$ cat config.mk
export PLATFORM = sky130hd
export DESIGN_NAME = ext_clk_monitor
export DESIGN_NICKNAME = d
export VERILOG_FILES = /design/src/rtl/ext_clk_monitor_pkg.sv /design/src/rtl/ext_clk_monitor_edge_sync.sv /design/src/rtl/ext_clk_monitor.sv
export SDC_FILE = /design/constraint.sdc
export NUM_CORES = 1
export LEC_CHECK = 0
export ABC_AREA = 1
export ABC_CLOCK_PERIOD_IN_PS = 3200
export CAP_MARGIN = 10
export CORE_MARGIN = 8
export CORE_UTILIZATION = 61
export CTS_CLUSTER_SIZE = 12
export DETAILED_ROUTE_END_ITERATION = 16
export GPL_TIMING_DRIVEN = 0
export PLACE_DENSITY = 0.8
export SLEW_MARGIN = 20
export SYNTH_ARGS = -nofsm -noshare
export SYNTH_HDL_FRONTEND = slang
export SYNTH_SLANG_ARGS = --single-unit
$ cat constraint.sdc
create_clock -name Clk_100M -period 3.2 [get_ports Clk_100M]
set_input_delay 0.64 -clock Clk_100M [delete_from_list [all_inputs] [get_ports Clk_100M]]
set_output_delay 0.64 -clock Clk_100M [all_outputs]
set_load 0.05 [all_outputs]
$ cat src/rtl/ext_clk_monitor_pkg.sv
// Shared constants for the external reference clock monitor: FSM encodings,
// default window settings and the window acceptance test.
package ext_clk_monitor_pkg;

   localparam logic [2:0] ST_IDLE    = 3'd0;
   localparam logic [2:0] ST_QUALIFY = 3'd1;
   localparam logic [2:0] ST_LOCKED  = 3'd2;
   localparam logic [2:0] ST_FAULT   = 3'd3;

   localparam int unsigned DEF_WIN_LEN      = 1000;
   localparam int unsigned DEF_MIN_EDGES    = 95;
   localparam int unsigned DEF_MAX_EDGES    = 105;
   localparam int unsigned DEF_QUAL_WINDOWS = 4;
   localparam int unsigned DEF_FAIL_WINDOWS = 2;
   localparam int unsigned DEF_HOLDOFF_WIN  = 8;

   localparam int unsigned CNT_W = 16;

   // Inclusive range test on a completed window's edge count.
   function automatic logic edge_count_ok(input logic [CNT_W-1:0] cnt,
                                          input int unsigned lo,
                                          input int unsigned hi);
      return ({16'b0, cnt} >= lo) && ({16'b0, cnt} <= hi);
   endfunction

endpackage

$ cat src/rtl/ext_clk_monitor_edge_sync.sv
// Two-flop synchronizer plus history flop for the raw external reference;
// emits a one-cycle pulse per synchronized rising edge.
module clk_edge_sync (
   input  logic clk_i,
   input  logic rst_i,
   input  logic ext_clk_i,
   output logic edge_o
);

   logic sync1_q;
   logic sync2_q;
   logic hist_q;

   always_ff @(posedge clk_i) begin
      if (rst_i) begin
         sync1_q <= 1'b0;
         sync2_q <= 1'b0;
         hist_q  <= 1'b0;
      end else begin
         sync1_q <= ext_clk_i;
         sync2_q <= sync1_q;
         hist_q  <= sync2_q;
      end
   end

   assign edge_o = sync2_q & ~hist_q;

endmodule

$ cat src/rtl/ext_clk_monitor.sv
// Counts external reference edges per fixed window and switches between the
// standard and external clock through IDLE/QUALIFY/LOCKED/FAULT.
module ext_clk_monitor
   import ext_clk_monitor_pkg::*;
#(
   parameter int unsigned WIN_LEN      = DEF_WIN_LEN,
   parameter int unsigned MIN_EDGES    = DEF_MIN_EDGES,
   parameter int unsigned MAX_EDGES    = DEF_MAX_EDGES,
   parameter int unsigned QUAL_WINDOWS = DEF_QUAL_WINDOWS,
   parameter int unsigned FAIL_WINDOWS = DEF_FAIL_WINDOWS,
   parameter int unsigned HOLDOFF_WIN  = DEF_HOLDOFF_WIN
) (
   input  logic        Clk_100M,
   input  logic        SYS_RST,
   input  logic        Enable,
   input  logic        Ext_Clk_In,
   input  logic        Fault_Clr,
   output logic        UseExtClk,
   output logic        ClkFault,
   output logic [15:0] EdgeCount,
   output logic [2:0]  State
);

   localparam int unsigned WIN_W = (WIN_LEN > 1) ? $clog2(WIN_LEN) : 1;
   localparam logic [WIN_W-1:0] WIN_LAST = WIN_W'(WIN_LEN - 1);

   logic             edge_pulse;
   logic [2:0]       state_q, state_d;
   logic [WIN_W-1:0] win_q, win_d;
   logic [CNT_W-1:0] edge_q, edge_d;
   logic [CNT_W-1:0] ecount_q, ecount_d;
   logic [CNT_W-1:0] good_q, good_d;
   logic [CNT_W-1:0] bad_q, bad_d;
   logic [CNT_W-1:0] hold_q, hold_d;
   logic             use_q, use_d;
   logic             fault_q, fault_d;

   logic             eval;
   logic             win_good;
   logic             fault_set;
   logic [CNT_W-1:0] edge_sum;
   logic [CNT_W-1:0] good_inc;
   logic [CNT_W-1:0] bad_inc;
   logic [CNT_W-1:0] hold_inc;

   clk_edge_sync u_sync (
      .clk_i     (Clk_100M),
      .rst_i     (SYS_RST),
      .ext_clk_i (Ext_Clk_In),
      .edge_o    (edge_pulse)
   );

   always_comb begin
      state_d   = state_q;
      win_d     = win_q;
      edge_d    = edge_q;
      ecount_d  = ecount_q;
      good_d    = good_q;
      bad_d     = bad_q;
      hold_d    = hold_q;
      fault_set = 1'b0;

      eval     = (state_q != ST_IDLE) && (win_q == WIN_LAST);
      // A pulse landing on the evaluation cycle still belongs to this window.
      edge_sum = (edge_q == '1) ? edge_q : edge_q + {{(CNT_W-1){1'b0}}, edge_pulse};
      win_good = edge_count_ok(edge_sum, MIN_EDGES, MAX_EDGES);
      good_inc = good_q + 16'd1;
      bad_inc  = bad_q + 16'd1;
      hold_inc = hold_q + 16'd1;

      if (!Enable) begin
         state_d = ST_IDLE;
         win_d   = '0;
         edge_d  = '0;
         good_d  = '0;
         bad_d   = '0;
         hold_d  = '0;
      end else if (state_q == ST_IDLE) begin
         state_d = ST_QUALIFY;
      end else if (eval) begin
         win_d    = '0;
         edge_d   = '0;
         ecount_d = edge_sum;
         case (state_q)
            ST_QUALIFY: begin
               if (!win_good) begin
                  good_d = '0;
               end else if (good_inc == 16'(QUAL_WINDOWS)) begin
                  good_d  = '0;
                  state_d = ST_LOCKED;
               end else begin
                  good_d = good_inc;
               end
            end
            ST_LOCKED: begin
               if (win_good) begin
                  bad_d = '0;
               end else if (bad_inc == 16'(FAIL_WINDOWS)) begin
                  bad_d     = '0;
                  state_d   = ST_FAULT;
                  fault_set = 1'b1;
               end else begin
                  bad_d = bad_inc;
               end
            end
            ST_FAULT: begin
               if (hold_inc == 16'(HOLDOFF_WIN)) begin
                  hold_d  = '0;
                  good_d  = '0;
                  state_d = ST_QUALIFY;
               end else begin
                  hold_d = hold_inc;
               end
            end
            default: ;
         endcase
      end else begin
         win_d  = win_q + 1'b1;
         edge_d = edge_sum;
      end

      use_d   = (state_d == ST_LOCKED);
      fault_d = fault_set ? 1'b1 : (Fault_Clr ? 1'b0 : fault_q);
   end

   always_ff @(posedge Clk_100M) begin
      if (SYS_RST) begin
         state_q  <= ST_IDLE;
         win_q    <= '0;
         edge_q   <= '0;
         ecount_q <= '0;
         good_q   <= '0;
         bad_q    <= '0;
         hold_q   <= '0;
         use_q    <= 1'b0;
         fault_q  <= 1'b0;
      end else begin
         state_q  <= state_d;
         win_q    <= win_d;
         edge_q   <= edge_d;
         ecount_q <= ecount_d;
         good_q   <= good_d;
         bad_q    <= bad_d;
         hold_q   <= hold_d;
         use_q    <= use_d;
         fault_q  <= fault_d;
      end
   end

   assign UseExtClk = use_q;
   assign ClkFault  = fault_q;
   assign EdgeCount = ecount_q;
   assign State     = state_q;

endmodule
# Word-level counts from Yosys, hierarchy flattened
# Cells that the tools add are included.
[op_classes]
order_cmp = 2
n_mul = 0
n_reduce_logical = 11
n_addsub = 5
bitwise_logic = 4
n_eq_ne = 10
muxes = 27
shift = 0
div_mod_pow = 0
[ops]
columns = ["operator", "count"]
rows = [
  ["16-bit two-way mux", 8],
  ["16-bit by 1-bit adder with 16-bit output, second input constant", 3],
  ["16-bit one-hot mux with 2 select lines", 1],
  ["3-bit two-way mux", 8],
  ["16-bit by 1-bit adder with 16-bit output", 1],
  ["16-bit == test, second input constant", 1],
  ["16-bit by 2-bit == test with 1-bit output, second input constant", 1],
  ["16-bit by 3-bit == test with 1-bit output, second input constant", 1],
  ["16-bit by 4-bit == test with 1-bit output, second input constant", 1],
  ["16-bit by 7-bit >= comparator with 1-bit output, second input constant", 1],
  ["16-bit by 7-bit <= comparator with 1-bit output, second input constant", 1],
  ["10-bit by 1-bit adder with 10-bit output, second input constant", 1],
  ["10-bit == test, second input constant", 1],
  ["10-bit two-way mux", 1],
  ["3-bit by 2-bit == test with 1-bit output, second input constant", 3],
  ["3-bit one-hot mux with 3 select lines", 1],
  ["3-bit AND reduction", 3],
  ["1-bit two-way mux", 8],
  ["4-bit AND reduction", 1],
  ["2-bit nonzero test", 2],
  ["3-bit by 1-bit == test with 1-bit output, second input constant", 1],
  ["3-bit logical NOT", 1],
  ["1-bit inverter", 3],
  ["3-bit nonzero test", 1],
  ["other kinds (4)", 5],
]
[totals]
mem_bits_ro = 0
mem_bits_rw = 0
word_cells = 71
latchBits = 0
memories = 0
reg_bits = 98

# Logic depth before layout (Yosys ltp)
# Gate-level depths: netlist of run 1.
[depth]
ltp_word = 12
mapped_depth = 21
depth_no_buf = 21

# By module
# Synthesis of run 1 repeated with hierarchy kept, for this count alone.
[hier_totals]
hier_cells = 838
area_unflattened_um2 = 5517.8
[modules_own_cells]
columns = ["mod", "cells_each", "seq_area_each_um2", "instances", "area_per_inst_um2"]
rows = [
  ["ext_clk_monitor", 828, 1901.8, 1, 5431.5],
  ["clk_edge_sync", 10, 60.1, 1, 86.3],
]

# Least setup slack after synthesis of run 1
# OpenSTA, ideal clock, no wires.
[synth_timing]
path_kind = "flip-flop to flip-flop"
start = "register state_q[0] (netlist: State[0])"
end = "register bad_q[10]"
t_arrival_ps = 2272
setup_slack_ps = 858
setup_time_ps = 70
t_required_ps = 3130
path_stages_with_launch = 12
cell_sequence = "dfxtp_1 inv_1 a21oi_1 nor2_1 nor2_1 nand2_1 inv_1 nand2_1 nor2_4 nand2_2 or2_1 a21oi_1"
[synth_via]
elab_chain_len = 3
word_cells_on_any_way = 6
[synth_rtl]
columns = ["element", "line_no", "rtl"]
rows = [
  ["start, declared", "ext_clk_monitor.sv:28", "logic [2:0] state_q, state_d;"],
  ["start signal, assigned", "ext_clk_monitor.sv:138", "state_q <= state_d;"],
  ["3-bit nonzero test or 3-bit logical NOT (tied branches)", "ext_clk_monitor.sv:63, ext_clk_monitor.sv:78", ""],
  ["1-bit logical AND or 1-bit inverter (tied branches)", "-", ""],
  ["3-bit AND reduction (no line) (*)", "-", ""],
  ["end signal, assigned", "ext_clk_monitor.sv:133", "bad_q <= '0;"],
  ["end signal, assigned", "ext_clk_monitor.sv:143", "bad_q <= bad_d;"],
  ["end, declared", "ext_clk_monitor.sv:33", "logic [CNT_W-1:0] bad_q, bad_d;"],
]
# Every way passes the cells marked *; elsewhere a longest branch is shown, timed or not.
# A chain may end at the register's enable or synchronous reset.

# Worst setup path in the final report of run 1
[layout_timing]
start = "register u_sync.sync2_q"
end = "register use_q (netlist: UseExtClk)"
[layout_via]
elab_chain_len = 11
word_cells_on_any_way = 13
[layout_rtl]
columns = ["element", "line_no", "rtl"]
rows = [
  ["start, declared", "ext_clk_monitor_edge_sync.sv:11", "logic sync2_q;"],
  ["start signal, assigned", "ext_clk_monitor_edge_sync.sv:21", "sync2_q <= sync1_q;"],
  ["1-bit bitwise AND (*)", "ext_clk_monitor_edge_sync.sv:26", "assign edge_o = sync2_q & ~hist_q;"],
  ["16-bit by 1-bit adder with 16-bit output (*)", "ext_clk_monitor.sv:65", "edge_sum = (edge_q == '1) ? edge_q : edge_q + {{(CNT_W-1){1'b0}}, edge_pulse};"],
  ["16-bit two-way mux (*)", "ext_clk_monitor.sv:65", ""],
  ["16-bit by 7-bit >= comparator with 1-bit output or 16-bit by 7-bit <= comparator with 1-bit output (tied branches)", "ext_clk_monitor_pkg.sv:23", "return ({16'b0, cnt} >= lo) && ({16'b0, cnt} <= hi);"],
  ["1-bit logical AND (*)", "ext_clk_monitor_pkg.sv:23", ""],
  ["3-bit two-way mux (on tied branches)", "ext_clk_monitor.sv:96, ext_clk_monitor.sv:86", ""],
  ["3-bit one-hot mux with 3 select lines (*)", "ext_clk_monitor.sv:84", "case (state_q)"],
  ["3-bit two-way mux (*)", "ext_clk_monitor.sv:80", "end else if (eval) begin"],
  ["3-bit two-way mux (*)", "ext_clk_monitor.sv:78", "end else if (state_q == ST_IDLE) begin"],
  ["3-bit two-way mux (*)", "ext_clk_monitor.sv:71", "if (!Enable) begin"],
  ["3-bit by 2-bit == test with 1-bit output (*)", "ext_clk_monitor.sv:122", "use_d = (state_d == ST_LOCKED);"],
  ["end signal, assigned", "ext_clk_monitor.sv:145", "use_q <= use_d;"],
  ["end, declared", "ext_clk_monitor.sv:35", "logic use_q, use_d;"],
]
# Marked as above.

==> results.yml, run 1 <==
routing:
  routed_wl_um: 13400
  drt_iter0_markers: 360
  drt_first_pass_iters: 5
  ant_nets: 0
  wire_per_inst_um: 13.4
  via_count: 5445
  drcViolationCount: 0
  via_per_inst: 5.48
synthesis:
  synthCells: 845
  synth.net_count: 857
  synth_adder_area_share_pct: 1.58
  syn_avg_cell_area_um2: 6.56
  synth_top_family_by_area: "simple AND/OR/NAND/NOR gates"
  ys.warnings.count: 0
  ys_ff_latch: 98
  synth_cell_types: 42
  post_synth_and_or_nand_nor_area_fraction_pct: 35.8
  synth_edf_count: 0
  synth.area.mux_share_pct: 0
  syn_area_um2: 5550
  synth_compound_area_share_pct: 13.1
  synth_xor_area_share_pct: 6.00
  ys_seq_area_share_pct: 35.4
  postSynth.asyncResetShare_pct: 0
  ys.flop_type: "dfxtp_1"
finish:
  final_cell_mix: "nand2_1, dfxtp_1, nor2_1, inv_1, a21oi_1"
  final_common_cell: "nand2_1"
  area_delta_synth_final_pct: 11.8
  fillers: 765
  layoutNonFillerInstCount: 994
  antennaDiodeCount: 0
  area.sequential_um2: 1960
  multi_input_area_um2: 3140
  finalNetCount: 893
  drive_gt1_share_pct: 5.76
floorplan:
  num_io_pins: 26
  core-area_um2: 8760
  die_w_um: 111
  dieArea_um2: 12400
  dieHeight_um: 111
  start_util_pct: 63.3
  rows: 34
setup_path:
  arrival_ps: 3150
  rr_worst_depth: 20
  worst_setup_path_start_kind: "register"
  r2r-start: "u_sync.sync2_q"
  crit_path_end_kind: "register"
  r2r-end: "UseExtClk"
  cp.required_ps: 3490
  r2r_slack_ps: 330
  path_class: "reg2reg"
  cp_max_fo: 7
place:
  gp_congestion: 0.953
  port_buffers: 25
  dp_slack_ps: 347
  hpwl_um: 10000
  placedCellCount: 978
timing:
  worstMarginPinSlew_ps: 607
  max_slew_margin_pct: 59.4
  final.setup_skew_ps: 12.5
  max_freq_mhz: 349
  finalWorstSetupSlack_ps: 334
  final_max_slew_viol_count: 0
  rsz0062_at_grt: "false"
  final-setup-viol-count: 0
  hold_violations: 0
  setup_tns_ps: 0
  finalCriticalPeriod_ps: 2870
  fin_crit_sh_pct: 89.6
clock_tree:
  cts_setup_buffers: 0
  ctsHtreeMaxLevel: 3
  cts_buffers: 9
  clkSinkCount: 98
  cts.repair.resized: 0
  clk_pin_slew_worst_paths_ps: 100
  root_buffer: "clkbuf_8"
  ctsLongestPathBuffers: 2
  hold_buffers: 0
  clock_latency_ps: 370
  cts_tree: "done"
power:
  power_frac_comb_pct: 2.5
  leakage_nw: 2.38
  swShare_pct: 21.1
  ir_worst_vdd_mv: 0.218
  p_seq_share_pct: 52.6
  p_sw_uw: 492
  p_int_mw: 1.84
  clockPowerShare_pct: 44.9
  power.density_nw_per_um2: 375
run_status:
  status: "finished, final reports clean"
min_path:
  min_path_type: "reg2reg"
  min_to: "u_sync.sync2_q"
  holdCritStartpoint: "u_sync.sync1_q"
  hold_depth: 2
global_route:
  grt_usage_pct: 21.4
  grt_antenna_before_repair: 0
  grt_pass1_wl_um: 23000
  grt_overflow: 0
  grt_pass1_vias: 5079
  grt_max_degree: 17
flow_run:
  maxCapViolCount: 0
-- per-stage QoR --
stage | util, % | power (mW) | area (um2) | hold slack (ps)
global placement | 67.7 | 1.31 | 5930 | 405
detailed placement | 67.7 | 1.31 | 5930 | 400
floorplan | - | 1.29 | 5550 | 388
CTS | 70.7 | 2.34 | 6190 | 415
global route | 70.7 | 2.39 | 6200 | 441
finish | 70.7 | 2.33 | 6200 | 414
-- synth_stat cells (all sizes together), types with 15 or more instances --
cell type    n  area [um2]
nand2      223         860
nor2       109         465
dfxtp       98        1960
inv         91         342
a21oi       81         405
nand3       59         300
o21ai       44         220
xor2        28         245
nand4       23         144
clkbuf      17        63.8
nor3        15        96.4
-- cells by family (layout without fill, tap and decap cells) --
group	count (synthesis)	count (layout)
AO/OA/AOI/OAI	139	139
XOR/XNOR	38	38
adder cells (fa/ha/maj)	7	7
buffers and inverters	116	157
flip-flops	98	98
AND/OR/NAND/NOR	447	447
-- per-layer routing --
| metal | routed length (um) | track usage, % | vias up | share of wire [%] |
|---|---|---|---|---|
| met5 | 0 | 0 | - | 0 |
| met4 | 158 | 6.67 | 0 | 1.2 |
| met3 | 486 | 4.46 | 16 | 3.6 |
| met2 | 6570 | 36.5 | 122 | 49 |
| met1 | 6150 | 26.5 | 2493 | 46 |
| li1 | - | - | 2814 | - |
-- registers in the layout, indices dropped and copies added (netlist names) --
signal	count
u_sync.sync2_q	1
hold_q	16
edge_q	16
State	3
u_sync.sync1_q	1
ClkFault	1
EdgeCount	16
bad_q	16
UseExtClk	1
u_sync.hist_q	1
win_q	10
good_q	16
-- worst max-delay path, cell delays in order (launching register included) --
cell and delay, ps:
dfxtp_1 320, inv_1 40, nor2_1 90, ha_1 240, ha_1 240, nand3_1 190, nor2_4 200, nand2_1 70
nand2_1 60, nand3_1 110, nor2_1 170, nand2_1 90, nor2_2 90, nand3_2 120, nor2_8 200, nor2_2 70
nor2_1 90, nand2_1 60, nand2_1 70, nand3_1 70, a21oi_1 190
-- cell type report --
cell class	count	area share, %
clock buffers	9	2.00
repair buffers	25	4.04
flip-flops and latches	98	31.7
clock inverters	7	2.24
inverters	92	5.57
plain buffers	24	1.72
well taps	108	2.18
multi-input cells	631	50.6
-- power groups by stage --
| stage | logic, mW | registers [mW] | clock network [mW] |
|---|---|---|---|
| finish | 0.0587 | 1.22 | 1.05 |
| global route | 0.0644 | 1.22 | 1.10 |
| CTS | 0.0581 | 1.22 | 1.06 |
| detailed placement | 0.0581 | 1.25 | 0 |
| global placement | 0.0578 | 1.25 | 0 |
| floorplan | 0.0335 | 1.25 | 0 |
-- worst max path at each step --
stage,startpoint,slack [ps],end
2_1_floorplan,State[0],860,bad_q[10]
3_3_place_gp,u_sync.sync2_q,390,UseExtClk
3_5_place_dp,u_sync.sync2_q,350,UseExtClk
4_1_cts,u_sync.sync2_q,320,UseExtClk
5_1_grt,u_sync.sync2_q,10,UseExtClk
6_report,u_sync.sync2_q,330,UseExtClk
Note: power is estimated with default switching activity, not from simulation.
==> inputs of run 2 (changes only) <==
CORE_MARGIN = 2   (was 8)
CORE_UTILIZATION = 63   (was 61)
CTS_BUF_LIST = sky130_fd_sc_hd__clkbuf_8   (was not set)
PLACE_DENSITY = 0.83   (was 0.8)
==> run 2 against run 1 <==
Largest cell class unchanged. Critical path depth stayed put. Utilization is 0.55 points higher. Clock-buffer cell count is 1 higher. Die area is 23% lower.
==> results.yml, run 2 (same netlist as run 1, synthesis figures left out) <==
min_path:
  min_path_type: "reg2reg"
  holdCritStartpoint: "u_sync.sync1_q"
  min_to: "u_sync.sync2_q"
  hold_depth: 2
power:
  power.density_nw_per_um2: 356
  ir_worst_vdd_mv: 0.236
  finalPower_mw: 2.19
  leakage_nw: 2.36
setup_path:
  r2r-start: "u_sync.sync2_q"
  cp_max_fo: 7
  crit_top_cell: "nand2_1"
  cpPeakStageDelay_ps: 320
  crit_path_end_kind: "register"
  cp.required_ps: 3470
  path_cells: "inv_1, nor2_1, ha_1, ha_1, nand3_1, nor2_2, nand2_1, nand2_1, nand3_1, nor2_1, nand2_1, nor2_2, nand3_2, nor2_8, nor2_2, nor2_1, nand2_1, nand2_1, nand3_1, a21oi_1"
  r2r-end: "UseExtClk"
  rr_worst_depth: 20
  crit_slowest_cell: "dfxtp_1"
  path_class: "reg2reg"
  arrival_ps: 3260
  worst_setup_path_start_kind: "register"
  r2r_slack_ps: 200
timing:
  finalCriticalPeriod_ps: 3000
  final.setup_skew_ps: 16.0
  setup_tns_ps: 0
  rsz0062_at_grt: "false"
  final-setup-viol-count: 0
  fin_crit_sh_pct: 93.6
  hold_violations: 0
  max_slew_margin_pct: 59.1
  final_max_slew_viol_count: 0
  worstMarginPinSlew_ps: 610
  max_freq_mhz: 334
clock_tree:
  ctsHtreeMaxLevel: 3
  ctsLongestPathBuffers: 2
  root_buffer: "clkbuf_8"
  clkSinkCount: 98
  cts.repair.resized: 0
  clk_pin_slew_worst_paths_ps: 100
  hold_buffers: 0
  cts_buffers: 9
  cts_tree: "done"
  cts_setup_buffers: 0
  clock_latency_ps: 370
flow_run:
  maxCapViolCount: 0
routing:
  via_per_inst: 5.57
  via_count: 5541
  ant_nets: 0
  wire_per_inst_um: 13.1
  drt_iter0_markers: 334
  routed_wl_um: 13000
  drcViolationCount: 0
  drt_first_pass_iters: 5
global_route:
  grt_overflow: 0
  grt_antenna_before_repair: 0
  grt_usage_pct: 27.7
  grt_pass1_vias: 5248
  grt_max_degree: 17
  grt_pass1_wl_um: 22500
finish:
  antennaDiodeCount: 0
  final_cell_mix: "nand2_1, dfxtp_1, nor2_1, inv_1, a21oi_1"
  finalNetCount: 893
  final_common_cell: "nand2_1"
  area_delta_synth_final_pct: 11.0
  drive_gt1_share_pct: 5.76
floorplan:
  rows: 34
  num_io_pins: 26
  die_w_um: 97.8
  start_util_pct: 64.2
  dieHeight_um: 97.8
  core-area_um2: 8640
  dieArea_um2: 9570
place:
  hpwl_um: 9770
  port_buffers: 25
  gp_congestion: 0.983
run_status:
  status: "finished, final reports clean"
==> run 2: worst max path at each step <==
stage                               from        end  slack [ps]  cells after the start
final                     u_sync.sync2_q  UseExtClk         200                     20
after detailed placement  u_sync.sync2_q  UseExtClk         280                     20
after global routing      u_sync.sync2_q  UseExtClk           4                     20
after floorplan                 State[0]  bad_q[10]         860                     11
after CTS                 u_sync.sync2_q  UseExtClk         250                     20
after global placement    u_sync.sync2_q  UseExtClk         410                     20
==> run 2: critical path, delay by kind of cell (launching register included) <==
kind | cells | cell delay (ps)
buffers and inverters | 1 | 40
DFF | 1 | 320
AOI/OAI and AO/OA | 1 | 230
and+or+nand+nor | 16 | 1840
adders and majority gates | 2 | 450
==> run 2: report_power, final <==
part	internal [mW]	leakage, nW	switching [mW]
Clock	0.465	0.117	0.442
Sequential	1.22	0.790	0.00192
Combinational	0.0157	1.45	0.0440
==> run 2: final cells by class <==
| type | count | area (um2) |
|---|---|---|
| sequential | 98 | 1960 |
| tap | 108 | 135 |
| inverter | 92 | 345 |
| fill | 762 | 2480 |
| multi-input combinational | 631 | 3130 |
| clock inverter | 6 | 87.6 |
| buffer | 24 | 106 |
| timing repair buffer | 25 | 250 |
| clock buffer | 10 | 138 |
==> run 2: per-stage QoR <==
| step | setup slack, ps | hold WS (ps) | instance area, um2 | cells | utilization, % |
|---|---|---|---|---|---|
| after floorplan | 858 | 388 | 5550 | 845 | - |
| after detailed placement | 282 | 408 | 5930 | 978 | 68.7 |
| final | 204 | 422 | 6160 | 994 | 71.3 |
| after global routing | 4.16 | 440 | 6160 | 994 | 71.3 |
| after global placement | 407 | 409 | 5930 | 978 | 68.7 |
| after CTS | 247 | 424 | 6160 | 994 | 71.3 |
==> run 2: layer usage <==
| metal | routed length [um] | track usage [%] |
|---|---|---|
| met2 | 6220 | 47.2 |
| met3 | 648 | 4.29 |
| met4 | 252 | 9.19 |
| met1 | 5860 | 36.1 |
| met5 | 0 | 0 |
==> inputs of run 3 (changes only) <==
SETUP_SLACK_MARGIN = 0.05   (was not set)
==> run 3 against run 2 <==
First-iteration DRC count grew 1.8%. Via count shrank 0.23%. Cell count is the same. Global-route usage is the same. Final area is essentially flat. Register-to-register slack gained 40 ps. Combinational power is essentially flat. Critical endpoint unchanged. Highest routed layer unchanged. Total power shrank 0.13%. Non-clock buffer count is the same. Setup slack gained 38 ps.
==> results.yml, run 3 (same netlist as run 1, synthesis figures left out) <==
clock_tree:
  cts_tree: "done"
  ctsHtreeMaxLevel: 3
  clock_latency_ps: 360
  hold_buffers: 0
  root_buffer: "clkbuf_8"
  cts_buffers: 9
  ctsLongestPathBuffers: 2
  clkSinkCount: 98
  cts_setup_buffers: 0
  clk_pin_slew_worst_paths_ps: 90
finish:
  final_cell_mix: "nand2_1, dfxtp_1, nor2_1, inv_1, a21oi_1"
  area_delta_synth_final_pct: 11.1
  post-route-util_pct: 71.3
  fillers: 761
  drive_gt1_share_pct: 5.76
  final_common_cell: "nand2_1"
  finalNetCount: 893
  antennaDiodeCount: 0
  design_area_um2: 6160
  layoutNonFillerInstCount: 994
timing:
  hold_violations: 0
  setup_tns_ps: 0
  fin_crit_sh_pct: 92.4
  max_slew_margin_pct: 59.0
  final.setup_skew_ps: 12.2
  rsz0062_at_grt: "false"
  finalCriticalPeriod_ps: 2960
  final_max_slew_viol_count: 0
  max_freq_mhz: 338
  worstMarginPinSlew_ps: 613
  finalWorstSetupSlack_ps: 242
  final-setup-viol-count: 0
  whs_ps: 422
routing:
  wire_per_inst_um: 13.1
  drcViolationCount: 0
  routed_wl_um: 13000
  ant_nets: 0
  drt_first_pass_iters: 5
  drt_iter0_markers: 340
  via_count: 5528
  via_per_inst: 5.56
setup_path:
  crit_path_end_kind: "register"
  r2r-end: "UseExtClk"
  r2r_slack_ps: 240
  rr_worst_depth: 20
  cp_max_fo: 7
  r2r-start: "u_sync.sync2_q"
  arrival_ps: 3230
  worst_setup_path_start_kind: "register"
  path_class: "reg2reg"
  cp.required_ps: 3470
place:
  dp_slack_ps: 282
  port_buffers: 25
  placed_cell_area_um2: 5930
  gp_congestion: 0.983
  hpwl_um: 9770
  placedCellCount: 978
floorplan:
  die_w_um: 97.8
  rows: 34
  num_io_pins: 26
  dieArea_um2: 9570
  start_util_pct: 64.2
  dieHeight_um: 97.8
  core-area_um2: 8640
power:
  finalPower_mw: 2.19
  swShare_pct: 22.2
  power_frac_comb_pct: 2.7
  clockPowerShare_pct: 41.4
  p_seq_share_pct: 55.9
  ir_worst_vdd_mv: 0.236
  p_sw_uw: 485
  p_int_mw: 1.70
  power.density_nw_per_um2: 355
  leakage_nw: 2.36
global_route:
  grt_pass1_vias: 5248
  grt_max_degree: 17
  grt_overflow: 0
  grt_antenna_before_repair: 0
  grt_usage_pct: 27.7
  grt_pass1_wl_um: 22500
min_path:
  min_path_type: "reg2reg"
  min_to: "u_sync.sync2_q"
  hold_depth: 2
  holdCritStartpoint: "u_sync.sync1_q"
flow_run:
  maxCapViolCount: 0
run_status:
  status: "finished, final reports clean"
==> run 3: changes by cell type in the layout (fill, tap and decap cells not counted) <==
cell    previous run  this run
nor2_2            10         9
nor2_4             2         3
==> run 3: how the worst max path moves through the flow <==
stage | startpoint | endpoint | slack (ps)
finish | u_sync.sync2_q | UseExtClk | 240
global route | u_sync.sync2_q | UseExtClk | 60
CTS | u_sync.sync2_q | UseExtClk | 250
detailed placement | u_sync.sync2_q | UseExtClk | 280
global placement | u_sync.sync2_q | UseExtClk | 410
floorplan | State[0] | bad_q[10] | 860
==> run 3: area by class of cell <==
cell class / instances / area [um2] / area share (%)
inverter: 92 / 345 / 5.61
tap: 108 / 135 / 2.19
clock inverter: 6 / 87.6 / 1.42
clock buffer: 10 / 138 / 2.23
buffer: 24 / 106 / 1.73
timing repair buffer: 25 / 250 / 4.06
sequential: 98 / 1960 / 31.8
multi-input combinational: 631 / 3140 / 50.9
==> run 3: power by group through the flow <==
stage	Sequential (mW)	Clock, mW	Combinational (mW)
finish	1.22	0.905	0.0597
global route	1.22	0.964	0.0655
CTS	1.22	0.915	0.0586
detailed placement	1.25	0	0.0585
global placement	1.25	0	0.0575
floorplan	1.25	0	0.0335
==> run 3: per-layer routing <==
layer	wire length [um]	track usage [%]	vias to the layer above
li1	-	-	2805
met1	5860	36.1	2541
met2	6200	47.2	160
met3	667	4.29	22
met4	246	9.19	0
met5	0	0	-
==> run 3: worst max-delay path, cell delays in order, from the launching register on <==
cell and delay, ps:
dfxtp_1 320, inv_1 40, nor2_1 80, ha_1 220, ha_1 240, nand3_1 190
nor2_4 200, nand2_1 80, nand2_1 70, nand3_1 120, nor2_1 160, nand2_1 80
nor2_2 90, nand3_2 130, nor2_8 200, nor2_2 70, nor2_1 90, nand2_1 60
nand2_1 90, nand3_1 90, a21oi_1 230
==> run 3: timing repair <==
| action | CTS | global route |
|---|---|---|
| setup endpoints to repair | 0 | 1 |
| resized for setup | 0 | 1 |
| endpoints found under the hold margin | 0 | 0 |
